===== src/rtl/div_fu.sv =====
// div_fu - iterative integer divide functional unit (DIV/DIVU/REM/REMU).
//
// Restoring radix-2 divider: one quotient bit per cycle over XLEN cycles,
// followed by a single fix-up cycle that applies sign correction and the
// divide-by-zero / signed-overflow results.
//
// Optional build macro: DIV_FAST_SPECIAL_EN
//   When defined, divide-by-zero and signed-overflow operations skip the
//   iterative phase and complete two cycles after issue.
//
// Ports:
//   clk   in   clock, rising edge
//   rst   in   asynchronous active-high reset
//   EN    in   issue strobe; accepted only while busy is low
//   op    in   2'b00 DIV, 2'b01 DIVU, 2'b10 REM, 2'b11 REMU
//   a     in   dividend (XLEN bits)
//   b     in   divisor (XLEN bits)
//   busy  out  operation in flight
//   done  out  one-cycle pulse when res updates
//   res   out  registered result, held until the next completion
module div_fu #(
    parameter int unsigned XLEN = 32
) (
    input  logic            clk,
    input  logic            rst,
    input  logic            EN,
    input  logic [1:0]      op,
    input  logic [XLEN-1:0] a,
    input  logic [XLEN-1:0] b,
    output logic            busy,
    output logic            done,
    output logic [XLEN-1:0] res
);

    localparam int unsigned CW = $clog2(XLEN + 1);
    localparam logic [XLEN-1:0] MIN_NEG = {1'b1, {(XLEN-1){1'b0}}};

    typedef enum logic [1:0] {
        IDLE = 2'b00,
        CALC = 2'b01,
        FIX  = 2'b10
    } state_t;

    state_t state, next_state;

    logic [CW-1:0]   cnt;
    logic [1:0]      op_q;
    logic [XLEN-1:0] dvd_q;   // dividend shifts out, quotient shifts in
    logic [XLEN-1:0] dvs_q;
    logic [XLEN-1:0] rem_q;
    logic [XLEN-1:0] a_q;
    logic            a_neg_q;
    logic            b_neg_q;
    logic            dz_q;
    logic            ovf_q;
    logic [XLEN-1:0] res_q;
    logic            done_q;

    logic            load;
    logic            step;
    logic            finish;

    // Issue-time operand decode
    logic            sgn_in;
    logic            a_neg_in;
    logic            b_neg_in;
    logic [XLEN-1:0] abs_a;
    logic [XLEN-1:0] abs_b;
    logic            dz_in;
    logic            ovf_in;
    logic [CW-1:0]   cnt_init;

    // Iteration datapath
    logic [XLEN:0]   shifted;
    logic [XLEN:0]   diff;
    logic            qbit;
    logic [XLEN-1:0] rem_nxt;

    // Fix-up datapath
    logic            q_neg;
    logic            r_neg;
    logic [XLEN-1:0] fix_res;

    always_comb begin
        sgn_in   = ~op[0];
        a_neg_in = sgn_in & a[XLEN-1];
        b_neg_in = sgn_in & b[XLEN-1];
        abs_a    = a_neg_in ? -a : a;
        abs_b    = b_neg_in ? -b : b;
        dz_in    = (b == '0);
        ovf_in   = sgn_in & (a == MIN_NEG) & (b == '1);
`ifdef DIV_FAST_SPECIAL_EN
        // Special cases park in FIX for one extra cycle so done lands two
        // edges after issue.
        cnt_init = (dz_in | ovf_in) ? CW'(1) : CW'(XLEN);
`else
        cnt_init = CW'(XLEN);
`endif
    end

    always_comb begin
        shifted = {rem_q, dvd_q[XLEN-1]};
        diff    = shifted - {1'b0, dvs_q};
        qbit    = ~diff[XLEN];
        rem_nxt = qbit ? diff[XLEN-1:0] : shifted[XLEN-1:0];
    end

    always_comb begin
        q_neg = ~op_q[0] & (a_neg_q ^ b_neg_q);
        r_neg = ~op_q[0] & a_neg_q;
        if (dz_q) begin
            fix_res = op_q[1] ? a_q : '1;
        end else if (ovf_q) begin
            fix_res = op_q[1] ? '0 : MIN_NEG;
        end else if (op_q[1]) begin
            fix_res = r_neg ? -rem_q : rem_q;
        end else begin
            fix_res = q_neg ? -dvd_q : dvd_q;
        end
    end

    always_ff @(posedge clk or posedge rst) begin
        if (rst) begin
            state <= IDLE;
        end else begin
            state <= next_state;
        end
    end

    always_comb begin
        next_state = state;
        load       = 1'b0;
        step       = 1'b0;
        finish     = 1'b0;
        busy       = (state != IDLE);
        case (state)
            IDLE: begin
                if (EN) begin
                    load = 1'b1;
`ifdef DIV_FAST_SPECIAL_EN
                    next_state = (dz_in | ovf_in) ? FIX : CALC;
`else
                    next_state = CALC;
`endif
                end
            end
            CALC: begin
                step = 1'b1;
                if (cnt == CW'(1)) begin
                    next_state = FIX;
                end
            end
            FIX: begin
                if (cnt == '0) begin
                    finish     = 1'b1;
                    next_state = IDLE;
                end
            end
            default: begin
                next_state = IDLE;
            end
        endcase
    end

    always_ff @(posedge clk or posedge rst) begin
        if (rst) begin
            cnt     <= '0;
            op_q    <= '0;
            dvd_q   <= '0;
            dvs_q   <= '0;
            rem_q   <= '0;
            a_q     <= '0;
            a_neg_q <= 1'b0;
            b_neg_q <= 1'b0;
            dz_q    <= 1'b0;
            ovf_q   <= 1'b0;
            res_q   <= '0;
            done_q  <= 1'b0;
        end else begin
            done_q <= finish;
            if (load) begin
                cnt     <= cnt_init;
                op_q    <= op;
                dvd_q   <= abs_a;
                dvs_q   <= abs_b;
                rem_q   <= '0;
                a_q     <= a;
                a_neg_q <= a_neg_in;
                b_neg_q <= b_neg_in;
                dz_q    <= dz_in;
                ovf_q   <= ovf_in;
            end else if (step) begin
                rem_q <= rem_nxt;
                dvd_q <= {dvd_q[XLEN-2:0], qbit};
                cnt   <= cnt - CW'(1);
            end else if ((state == FIX) && (cnt != '0)) begin
                cnt <= cnt - CW'(1);
            end
            if (finish) begin
                res_q <= fix_res;
            end
        end
    end

    assign done = done_q;
    assign res  = res_q;

endmodule


===== config.mk =====
export PLATFORM = sky130hd
export DESIGN_NAME = div_fu
export DESIGN_NICKNAME = d
export VERILOG_FILES = /design/src/rtl/div_fu.sv
export SDC_FILE = /design/constraint.sdc
export NUM_CORES = 1
export LEC_CHECK = 0
export CORE_MARGIN = 1.5
export CORE_UTILIZATION = 61
export CTS_CLUSTER_SIZE = 40
export DETAILED_ROUTE_END_ITERATION = 7
export PLACE_DENSITY_LB_ADDON = 0.1
export SLEW_MARGIN = 10
export SYNTH_ARGS = -nofsm -noshare
export SYNTH_HDL_FRONTEND = slang
export SYNTH_SLANG_ARGS = --single-unit

===== constraint.sdc =====
create_clock -name clk -period 10.86 [get_ports clk]
set_input_delay 1.086 -clock clk [delete_from_list [all_inputs] [get_ports clk]]
set_output_delay 1.086 -clock clk [all_outputs]
set_load 0.03 [all_outputs]

==> summary.md <==
| Metric | Value |
|---|---|
| Critical setup path kind | `reg2reg` |
| Io pins | `103` |
| Fraction of the core area covered by cells at the end of the flow | `71.0%` |
| Slew at the pin with the worst max-slew slack | `1.16 ns` |
| Seq cells post-synth | `175` |
| Detailed Route WL | `34,100 um` |
| Mean number of vias per cell | `6.17` |
| Worst ir drop on vdd | `0.000179 V` |
| Fraction of synthesis flops using an asynchronous set or reset pin | `100%` |
| Worst setup EP type | `register` |
| Layout overhead on the synthesized area | `14.2%` |
| Post-layout net count | `1,690` |
| Wire length of the first global-routing pass | `54,300 um` |
| Vertical die dimension | `144 um` |
| Dpl hpwl | `24,400 um` |
| Synth Area per Inst | `7.89 um^2` |
| Post CTS Setup Buffer Count | `0` |
| Type of element launching the critical path | `register` |
| Hold Crit Class | `reg2reg` |
| Clock Pin Slew Worst Setup and Hold Paths | `0.07 ns` |
| CP required | `11.12 ns` |
| CTS sink cnt | `175` |
| Horizontal extent of the die | `144 um` |
| Clock tree from TritonCTS | `done` |
| P per Cell Area | `248 nW/um^2` |
| DRC violation count after routing | `0` |
| Routability congestion estimate from global placement | `0.925` |
| Minimum clock period after layout | `3.98 ns` |
| Port buffer count | `102` |
| Pre-antenna DRT Iters | `6` |
| Inserted Clock Buffers | `17` |
| Run status | `finished clean` |
| Final clock skew | `0.0128 ns` |
| Routed wire per std cell | `18.3 um` |
| Worst EP arrival | `4.24 ns` |
| Unrepaired setup endpoints after global routing | `false` |
| Number of buffers inserted by hold repair at cts | `0` |
| Layout filler cell count | `1,638` |
| Proportion of synthesized chip area in sequential cells | `36.2%` |
| Total Power Consumption | `0.00343 W` |
| Buffer depth of the longest clock path | `2` |
| Cell area after layout | `13,800 um^2` |
| Share of cells above drive strength 1 | `3.95%` |
| Leakage power summed over all cells | `5.93 nW` |
| Antenna cells | `0` |
| Sum Neg Setup Slack | `0 ns` |
| Largest net degree at the start of global routing | `104` |
| Net count after synthesis | `1,644` |
| Final std cells w/o fill | `1,858` |
| Placed cell areas | `13,200 um^2` |
| Initial DRC count | `1,127` |
| Full die area | `20,700 um^2` |
| Initial core utilization | `62.2%` |
| Tot GR Track Use | `33.8%` |
| Number of synthesized flops with an enable pin | `0` |
| Number of max-cap violations | `0` |
| Number of hold violations in the final report | `0` |
| Cell area after synthesis | `12,100 um^2` |
| Syn Inst Count | `1,534` |
| Final setup violation count | `0` |
| Worst rel slew slack | `22.8%` |
| Clock latency on the worst-skew pair | `0.44 ns` |
| Antenna violation net count after detailed routing | `0` |
| Dpl cells | `1,826` |
| Overflow after GRT | `0` |
| H-tree lvl count | `4` |
| Fmax achieved | `251 MHz` |
| Via count of the first global-routing pass | `10.5k` |
| Synth Flop Type | `dfrtp_1` |
| Number of antenna violations at the first check in global routing | `1` |
| Yosys warning count | `0` |
| Synth unique cells | `69` |
| Period utilization | `36.7%` |
| Num rows | `51` |
| Core region area | `19,500 um^2` |
| Max-slew violation count | `0` |
| Total vias in the final route | `11.5k` |
| CP max FO | `22` |
| Number of gates resized after cts | `0` |
| Root buffer cell | `clkbuf_16` |
worst max-delay path: stages, from the launching register on:
cell	delay [ns]
dfrtp_1	0.32
inv_1	0.10
ha_1	0.25
fa_1	0.38
nand2b_1	0.20
a21o_1	0.20
a31oi_1	0.30
a21oi_1	0.17
o21ai_1	0.37
a21oi_1	0.21
xnor2_2	0.54
buf_4	0.42
mux2i_1	0.23
o21ai_0	0.11
flip-flops by register name, indices dropped and copies added, names as in the netlist:
| register | count |
|---|---|
| a_neg_q | 1 |
| a_q | 32 |
| b_neg_q | 1 |
| cnt | 6 |
| done | 1 |
| dvd_q | 32 |
| dvs_q | 32 |
| dz_q | 1 |
| op_q | 2 |
| ovf_q | 1 |
| rem_q | 32 |
| res | 32 |
| state | 2 |
cells in the mapped netlist, types with 6 or more instances:
library cell	instances	area [um^2]
nand2_1	298	1120
dfrtp_1	175	4380
o21ai_0	129	646
nor2_1	121	454
a21oi_1	98	490
xnor2_1	90	788
clkbuf_1	78	293
inv_1	63	236
a31oi_1	54	338
xor2_1	52	455
ha_1	40	500
nor3_1	32	160
nand3_1	29	145
o22ai_1	19	119
nand2b_1	18	113
o31ai_1	18	135
mux2i_1	16	160
nor4_1	15	93.8
nand4_1	14	87.6
a32oi_1	12	105
nor2b_1	11	68.8
o211ai_1	11	82.6
or3_1	11	68.8
a21o_1	8	60.1
and2_1	8	50.1
or4_1	8	60.1
a211oi_1	6	45.0
a21boi_0	6	45.0
a22oi_1	6	45.0
routing by layer:
| layer | up-vias | track usage (%) | share of wire [%] |
|---|---|---|---|
| li1 | 5484 | - | - |
| met1 | 5415 | 46.8 | 43 |
| met2 | 481 | 52.3 | 45 |
| met3 | 85 | 6.90 | 8.6 |
| met4 | 2 | 12.4 | 3.4 |
| met5 | - | 0 | 0.038 |
per-stage QoR:
stage	worst slack (ns)	hold slack [ns]
after floorplan	5.03	0.440
after global placement	6.72	0.452
after detailed placement	6.71	0.458
after CTS	6.93	0.476
after global routing	6.68	0.500
final	6.88	0.475
report_power, final:
| group | total, W | internal (W) | switching (W) | leakage (nW) |
|---|---|---|---|---|
| sequential | 0.00104 | 0.000812 | 0.000223 | 2.21 |
| combinational | 0.00177 | 0.000730 | 0.00104 | 3.43 |
| clock | 0.000623 | 0.000328 | 0.000295 | 0.283 |
| total | 0.00343 | 0.00187 | 0.00156 | 5.92 |
logic make-up after synthesis:
family	share of synthesized area (%)
compound gates	21.1
xor+xnor	10.3
fa+ha+maj	4.30
buf+inv	4.85
flops	36.2
mux	1.42
simple gates	21.9
final timing paths:
path | startpoint | endpoint | slack, ns | depth (start not counted)
setup / recovery | dvd_q[31]$_DFFE_PP0P_ | rem_q[3]$_DFFE_PP0P_ | 6.88 | 13
min in group asynchronous | rst | dvs_q[27]$_DFFE_PP0P_ | 1.21 | 2
setup reg to reg | dvd_q[31]$_DFFE_PP0P_ | rem_q[3]$_DFFE_PP0P_ | 6.88 | 13
hold / removal | a_q[14]$_DFFE_PP0P_ | a_q[14]$_DFFE_PP0P_ | 0.47 | 2
max in group asynchronous | rst | dvd_q[24]$_DFFE_PP0P_ | 8.15 | 3
hold reg to reg | a_q[14]$_DFFE_PP0P_ | a_q[14]$_DFFE_PP0P_ | 0.47 | 2
area by class of cell:
class | count | area [um^2] | share of cell area, %
clock buffer | 17 | 425 | 3.08
clock inverter | 15 | 165 | 1.19
inverter | 67 | 256 | 1.86
multi-input combinational | 1206 | 7160 | 51.8
sequential | 175 | 4380 | 31.7
tap | 265 | 332 | 2.40
timing repair buffer | 113 | 1100 | 7.98
placed cells by master (no fill, tap or decap), types with 6 or more instances in the layout:
cell	count
a211oi_1	6
a21boi_0	6
a21o_1	8
a21oi_1	98
a22oi_1	6
a31oi_1	54
a32oi_1	12
and2_1	7
buf_4	11
clkbuf_16	17
clkdlybuf4s50_1	102
dfrtp_1	175
ha_1	40
inv_1	62
mux2i_1	16
nand2_1	297
nand2b_1	17
nand3_1	29
nand4_1	14
nor2_1	120
nor2b_1	10
nor3_1	32
nor4_1	15
o211ai_1	11
o21ai_0	129
o22ai_1	19
o31ai_1	18
or3_1	11
or4_1	8
xnor2_1	89
xor2_1	52
Power figures use the tool's default switching activity.
